File: config.mk
export PLATFORM = sky130hd
export DESIGN_NAME = unpacker
export DESIGN_NICKNAME = d
export VERILOG_FILES = /design/src/rtl/unpacker.sv
export SDC_FILE = /design/constraint.sdc
export NUM_CORES = 1
export LEC_CHECK = 0
export ABC_CLOCK_PERIOD_IN_PS = 41800
export CORE_ASPECT_RATIO = 0.6
export CORE_UTILIZATION = 59
export DETAILED_ROUTE_END_ITERATION = 8
export GPL_TIMING_DRIVEN = 0
export PLACE_DENSITY = 0.93
export RECOVER_POWER = 25
export SETUP_SLACK_MARGIN = 0.15
export SLEW_MARGIN = 20
export SYNTH_ARGS = -nofsm -noshare
export SYNTH_HDL_FRONTEND = slang
export SYNTH_SLANG_ARGS = --single-unit
File: constraint.sdc
create_clock -name clk -period 41.8 [get_ports clk]
set_input_delay 12.54 -clock clk [delete_from_list [all_inputs] [get_ports clk]]
set_output_delay 12.54 -clock clk [all_outputs]
set_load 0.01 [all_outputs]
File: src/rtl/unpacker.sv
// unpacker: two-entry word buffer that unrolls each packed word into a stream
// of DATA_WIDTH items. Items are served on a one-cycle-latency request/valid
// handshake, from the highest used slot down to slot 0, which is the inverse
// of the packer's shift-in order.
module unpacker #(
    parameter int NUM_DATA   = 32,
    parameter int DATA_WIDTH = 8,
    localparam int NUM_W     = (NUM_DATA > 1) ? $clog2(NUM_DATA) : 1
) (
    input  logic                           clk,
    input  logic                           rst,
    input  logic                           LdVal,
    output logic                           LdRdy,
    input  logic [DATA_WIDTH*NUM_DATA-1:0] LdDat,
    input  logic [NUM_W-1:0]               LdNum,
    input  logic                           ReqDat,
    output logic                           ValDat,
    output logic [DATA_WIDTH-1:0]          Dat,
    output logic                           FnhUnpacker,
    output logic                           Empty,
    output logic                           ReqErr
);

    logic [DATA_WIDTH*NUM_DATA-1:0] buf_word [2];
    logic [NUM_W-1:0]               buf_num  [2];
    logic                           head;
    logic [1:0]                     occ;
    logic [NUM_W-1:0]               cnt_send;

    logic                           load;
    logic                           accept;
    logic                           pop;
    logic                           tail;
    logic [DATA_WIDTH-1:0]          head_slots [NUM_DATA];
    logic [DATA_WIDTH-1:0]          item;

    // Handshake decodes come from registered state only; no pop-to-load path.
    assign Empty  = (occ == 2'd0);
    assign LdRdy  = ~rst && (occ != 2'd2);
    assign load   = LdVal && LdRdy;
    assign accept = ReqDat && ~Empty;
    assign pop    = accept && (cnt_send == '0);
    // Tail is the head slot when empty, the other slot when one entry is held.
    assign tail   = head ^ occ[0];

    // Split the head word into its item slots and pick the one CntSend names.
    always_comb begin
        for (int unsigned k = 0; k < NUM_DATA; k++) begin
            head_slots[k] = buf_word[head][k*DATA_WIDTH +: DATA_WIDTH];
        end
        item = head_slots[cnt_send];
    end

    // Word storage; contents are only meaningful while counted in occ.
    always_ff @(posedge clk) begin
        if (load) begin
            buf_word[tail] <= LdDat;
            buf_num[tail]  <= LdNum;
        end
    end

    // Occupancy, head pointer, item counter and the output registers.
    always_ff @(posedge clk) begin
        if (rst) begin
            head        <= 1'b0;
            occ         <= 2'd0;
            cnt_send    <= '0;
            ValDat      <= 1'b0;
            Dat         <= '0;
            FnhUnpacker <= 1'b0;
            ReqErr      <= 1'b0;
        end else begin
            ValDat      <= accept;
            FnhUnpacker <= pop;
            if (accept) begin
                Dat <= item;
            end
            if (ReqDat && Empty) begin
                ReqErr <= 1'b1;
            end
            if (pop) begin
                head <= ~head;
            end
            if (load && !pop) begin
                occ <= occ + 2'd1;
            end else if (pop && !load) begin
                occ <= occ - 2'd1;
            end
            // A new head reloads the counter: either the waiting entry, or
            // the word arriving at this very edge when it lands behind a pop
            // or into an empty buffer.
            if (pop) begin
                if (occ == 2'd2) begin
                    cnt_send <= buf_num[~head];
                end else if (load) begin
                    cnt_send <= LdNum;
                end else begin
                    cnt_send <= '0;
                end
            end else if (accept) begin
                cnt_send <= cnt_send - 1'b1;
            end else if (load && Empty) begin
                cnt_send <= LdNum;
            end
        end
    end

endmodule
Yosys cells after proc, flatten, opt, wreduce, memory -nomap -nowiden
Memories as Yosys holds them, arrays and structs flattened. A register that Yosys moved wholly into a read port is not among the register bits.
Index checks and enable logic that the tools add are counted.
{ "totals": {"register_bits": 19, "ram_bits": 522, "in_bits": 265, "output_inout_bits": 13, "elab_cells": 48, "mem_count": 2} }
{ "memory_table": {"columns": ["memory", "depth", "word_bits", "rd", "rd_ports_with_merged_regs", "write_ports", "line_no", "source"], "rows": [
  ["buf_word", 2, 256, 1, 1, 1, "24", "logic [DATA_WIDTH*NUM_DATA-1:0] buf_word [2];"],
  ["buf_num", 2, 5, 1, 0, 1, "25", "logic [NUM_W-1:0] buf_num [2];"]
]} }
{ "classes": {"add_sub_neg": 3, "n_lt_le_gt_ge": 1, "n_eq_ne": 2, "n_mux": 14, "n_bitwise": 5, "reduce_logical": 14} }
{ "op_table": {"columns": ["operator", "n"], "rows": [
  ["$bmux 8 s5", 1],
  ["$mux 5", 5],
  ["$mux 8", 2],
  ["$logic_and 1x1->1", 8],
  ["$ge 6x6->1 const B", 1],
  ["$not 5->6", 1],
  ["$logic_not 5->1", 1],
  ["$sub 5x1->5 const B", 1],
  ["$mux 1", 4],
  ["$mux 2", 2],
  ["$not 1->1", 3],
  ["$reduce_bool 3->1", 1],
  ["$add 2x1->2 const B", 1],
  ["$eq 2x2->1 const B", 1],
  ["$logic_not 1->1", 2],
  ["$logic_not 2->1", 1],
  ["$ne 2x2->1 const B", 1],
  ["$reduce_bool 2->1", 1],
  ["$sub 2x1->2 const B", 1],
  ["$xor 1x1->1", 1]
]} }

Logic depth before layout (Yosys ltp)
{ "depth": {"word_depth": 7, "ltp_mapped": 12} }

Worst setup path before layout
OpenSTA, ideal clock, no wires.
{ "synth_timing": {"path_kind": "input -> register", "from": "in rst", "to": "mem buf_num[0][0] (netlist name), enable pin", "setup_ps": 1203, "arrival_time_ps": 30383, "path_slack_ps": 10214, "cell_stages": 2, "path_buffers": 0, "path_cell_list": "nand2b_1 > nor3_1"} }
{ "synth_via": {"elab_chain_cells": 5} }
{ "synth_lines": {"columns": ["item", "line_no", "source"], "rows": [
  ["start: declaration", "11", "input logic rst,"],
  ["$not 1->1", "39", "assign LdRdy = ~rst && (occ != 2'd2);"],
  ["$logic_and 1x1->1", "39", null],
  ["$logic_and 1x1->1", "40", "assign load = LdVal && LdRdy;"],
  ["$mux 1", "56", "if (load) begin"],
  ["$mux 1 (not written as such)", "58", "buf_num[tail] <= LdNum;"],
  ["end: declaration", "25", null]
]} }
Every way passes these cells.

Worst setup path after layout
{ "layout_timing": {"from": "in rst", "to": "out LdRdy"} }
{ "layout_via": {"elab_chain_cells": 2} }
{ "layout_lines": {"columns": ["item", "line_no", "source"], "rows": [
  ["$not 1->1", "39", null],
  ["$logic_and 1x1->1", "39", null],
  ["end: declaration", "13", "output logic LdRdy,"]
]} }
Every way passes these cells.

==> flow_summary.yaml <==
synth:
  synth_warnings: 0
  synth_seq_cells: 542
  synthCells: 948
  synthArstFlopShare_pct: 0
  yosysTopAreaCellShare_pct: 75.0
  yosys-top-cells-area: "edfxtp_1 75%, mux4_2 14%, dfxtp_1 1.9%, mux2_2 1.6%, mux2i_1 1.0%"
  seq_area_frac_synth_pct: 76.9
  yosys_most_used_dff: "edfxtp_1"
  synthesis.area_sq_um: 20900
  syn_avg_cell_area_sq_um: 22.1
  synth_top_family_by_area: "multiplexers"
  synthMuxAreaShare_pct: 16.8
  synthAdderAreaFrac_pct: 0.120
  synth_fp_nets: 1215
  synthSimpleGateAreaFrac_pct: 2.40
  synth_edf_count: 522
  yosys.area.top_type: "edfxtp_1"
  synth_compound_area_share_pct: 2.15
  synth_xor_area_share_pct: 0.168
  ys_types: 47
critical_path:
  critPathBufInv: 3
  crit_family: "buffers and inverters"
  path_class: "primary input to output pin"
  path_cells: "clkdlybuf4s50_1 > clkbuf_1 > nor2_1 > clkdlybuf4s50_1"
  worst_ep_required_time_ps: 29260
  end_kind: "output pin"
  slowest_stage: "clkdlybuf4s50_1"
  cp_max_fo: 10
  crit_arrival_ps: 14070
  cpMostUsedCell: "clkdlybuf4s50_1"
  max_stage_delay_ps: 530
  critPathLaunchType: "primary input"
sta:
  period_share_pct: 63.7
  worst_slew_margin_rel_pct: 32.3
  final.min_clock_period_ps: 26610
  setup_viol: 0
  hold_viol_final: 0
  holdWs_ps: 477
  slew_violations: 0
  timing.setup.tns_ps: 0
  worst_slack_ps: 15190
  finClkSkew_ps: 19.3
  max_clock_freq_mhz: 37.6
  rsz0062_at_grt: "no"
  tightest_slew_ps: 1020
routing:
  dr.pass1.iters: 5
  vias_per_cell: 6.13
  drc: 0
  avgRoutedWirePerCell_microns: 28.0
  route.vias.total: 11091
  final_antenna_net_count: 0
  wl_microns: 50700
  drt-initial-drc-count: 1341
cts:
  numCtsBuffers: 47
  cts_resized: 0
  clock_latency_ps: 560
  cts.sink_count: 542
  tritoncts: "built"
  path_clk_slew_ps: 70
  clock_path_buffers: 3
  hold_buffers: 0
  post_cts.repair.setup_buffers: 0
  root_buffer: "clkbuf_16"
  ctsHtreeMaxLevel: 2
global_routing:
  track_usage_pct: 28.6
  antenna_found_initial: 8
  grt_max_degree: 56
  grt-ovfl-total: 0
  first_global_vias: 11736
  grt_pass1_wl_microns: 73800
power:
  cellLeakagePower_uw: 0.00851
  p_total_uw: 1510
  ir_drop_mv: 0.0403
  p_per_area_nw_per_um2: 57.5
layout:
  nets: 1576
  syn_to_final_growth_pct: 25.3
  drive_above_1_share_pct: 22.0
  fillers: 1793
  finalInstanceArea_sq_um: 26200
run:
  cap_viol_max_count: 0
floorplanning:
  chipWidth_microns: 245
  dieHeight_microns: 148
  initial_core_util_pct: 61.0
  core-area_sq_um: 34300
  dieArea_sq_um: 36200
  num_io_pins: 278
  num_rows: 52
run_status:
  outcome: "finished, final reports clean"
place:
  place_ws_ps: 15210
  placed_area_sq_um: 24600
  io_buffers: 277
  place.gp.congestion: 0.838
  dp_hpwl_microns: 35900
min_path:
  min_path_type: "flop to flop"
==> path summary, 6_finish.rpt <==
kind	start	end	slack, ps	cells past startpoint
max	rst	LdRdy	15190	4
min	ReqErr	ReqErr	480	2
max reg2reg	cnt_send[0]	occ[1]	38290	10
min reg2reg	ReqErr	ReqErr	480	2
==> cells in the final DEF, fill, tap and decap left out, types with 8 or more instances in the layout <==
master and n:
edfxtp_1 522, dlygate4sd3_1 139, clkdlybuf4s50_1 138, mux4_2 129, clkbuf_16 50, nor2_1 35
mux2_2 29, clkbuf_1 28, buf_4 24, mux2i_1 21, dfxtp_1 20, nand2_1 20
buf_2 16, buf_6 16, nand3_1 14, a22oi_1 14, a21oi_1 11, nor3_1 10
diode_2 8
==> stage by stage <==
step | instances | util [%]
5_1_grt | 1803 | 76.4
6_report | 1808 | 76.4
3_3_place_gp | 1684 | 70.7
4_1_cts | 1800 | 76.4
2_1_floorplan | 948 | -
3_5_place_dp | 1719 | 71.9
==> kinds of logic after synthesis <==
kind of cell    after synthesis
xor+xnor                      4
flops                       542
simple gates                104
fa+ha+maj                     2
buf+inv                      53
mux                         182
compound gates               61
==> registers in the layout, indices dropped and copies added (netlist names), named ones only <==
register and flops:
Dat 8, ValDat 1, buf_num 10, buf_word 512, occ 2, head 1
FnhUnpacker 1, cnt_send 5, ReqErr 1
==> synthesized netlist by cell type, types with 3 or more instances <==
cell type	number
a21oi_1	11
a221oi_1	3
a22oi_1	14
a31oi_1	4
a41o_1	3
buf_2	16
buf_4	3
buf_6	7
clkbuf_1	20
dfxtp_1	20
edfxtp_1	522
inv_1	3
mux2_2	29
mux2i_1	21
mux4_1	3
mux4_2	129
nand2_1	20
nand2b_1	6
nand3_1	14
nor2_1	35
nor2b_1	7
nor3_1	11
o211a_1	6
o22ai_1	6
xor2_1	4
==> per-layer routing <==
metal | track usage (%) | routed length (microns) | part of all wire (%)
met1 | 39.1 | 19800 | 39
met2 | 46.7 | 25300 | 50
met3 | 6.81 | 4480 | 8.8
met4 | 8.00 | 1120 | 2.2
met5 | 0 | 17 | 0.034
==> layout make-up <==
| type | count | area, sq um | share of cell area (%) |
|---|---|---|---|
| Multi-Input combinational cell | 353 | 4540 | 17.3 |
| Tap cell | 459 | 574 | 2.19 |
| Timing Repair Buffer | 312 | 3150 | 12.0 |
| Sequential cell | 542 | 16100 | 61.4 |
| Buffer | 49 | 284 | 1.08 |
| Clock inverter | 20 | 213 | 0.812 |
| Inverter | 4 | 15.0 | 0.0573 |
| Clock buffer | 61 | 1320 | 5.05 |
| Antenna cell | 8 | 20.0 | 0.0764 |
==> worst min-delay path: cells and delay by family, from the launching register on <==
kind             cells  cell delay, ps
AO/OA/AOI/OAI        1              40
AND/OR/NAND/NOR      1              70
flip-flops           1             330
==> power by group <==
part | internal [uW] | switching, uW
logic | 167 | 201
registers | 678 | 18.3
clock network | 248 | 192
(Power assumes the default switching activity.)
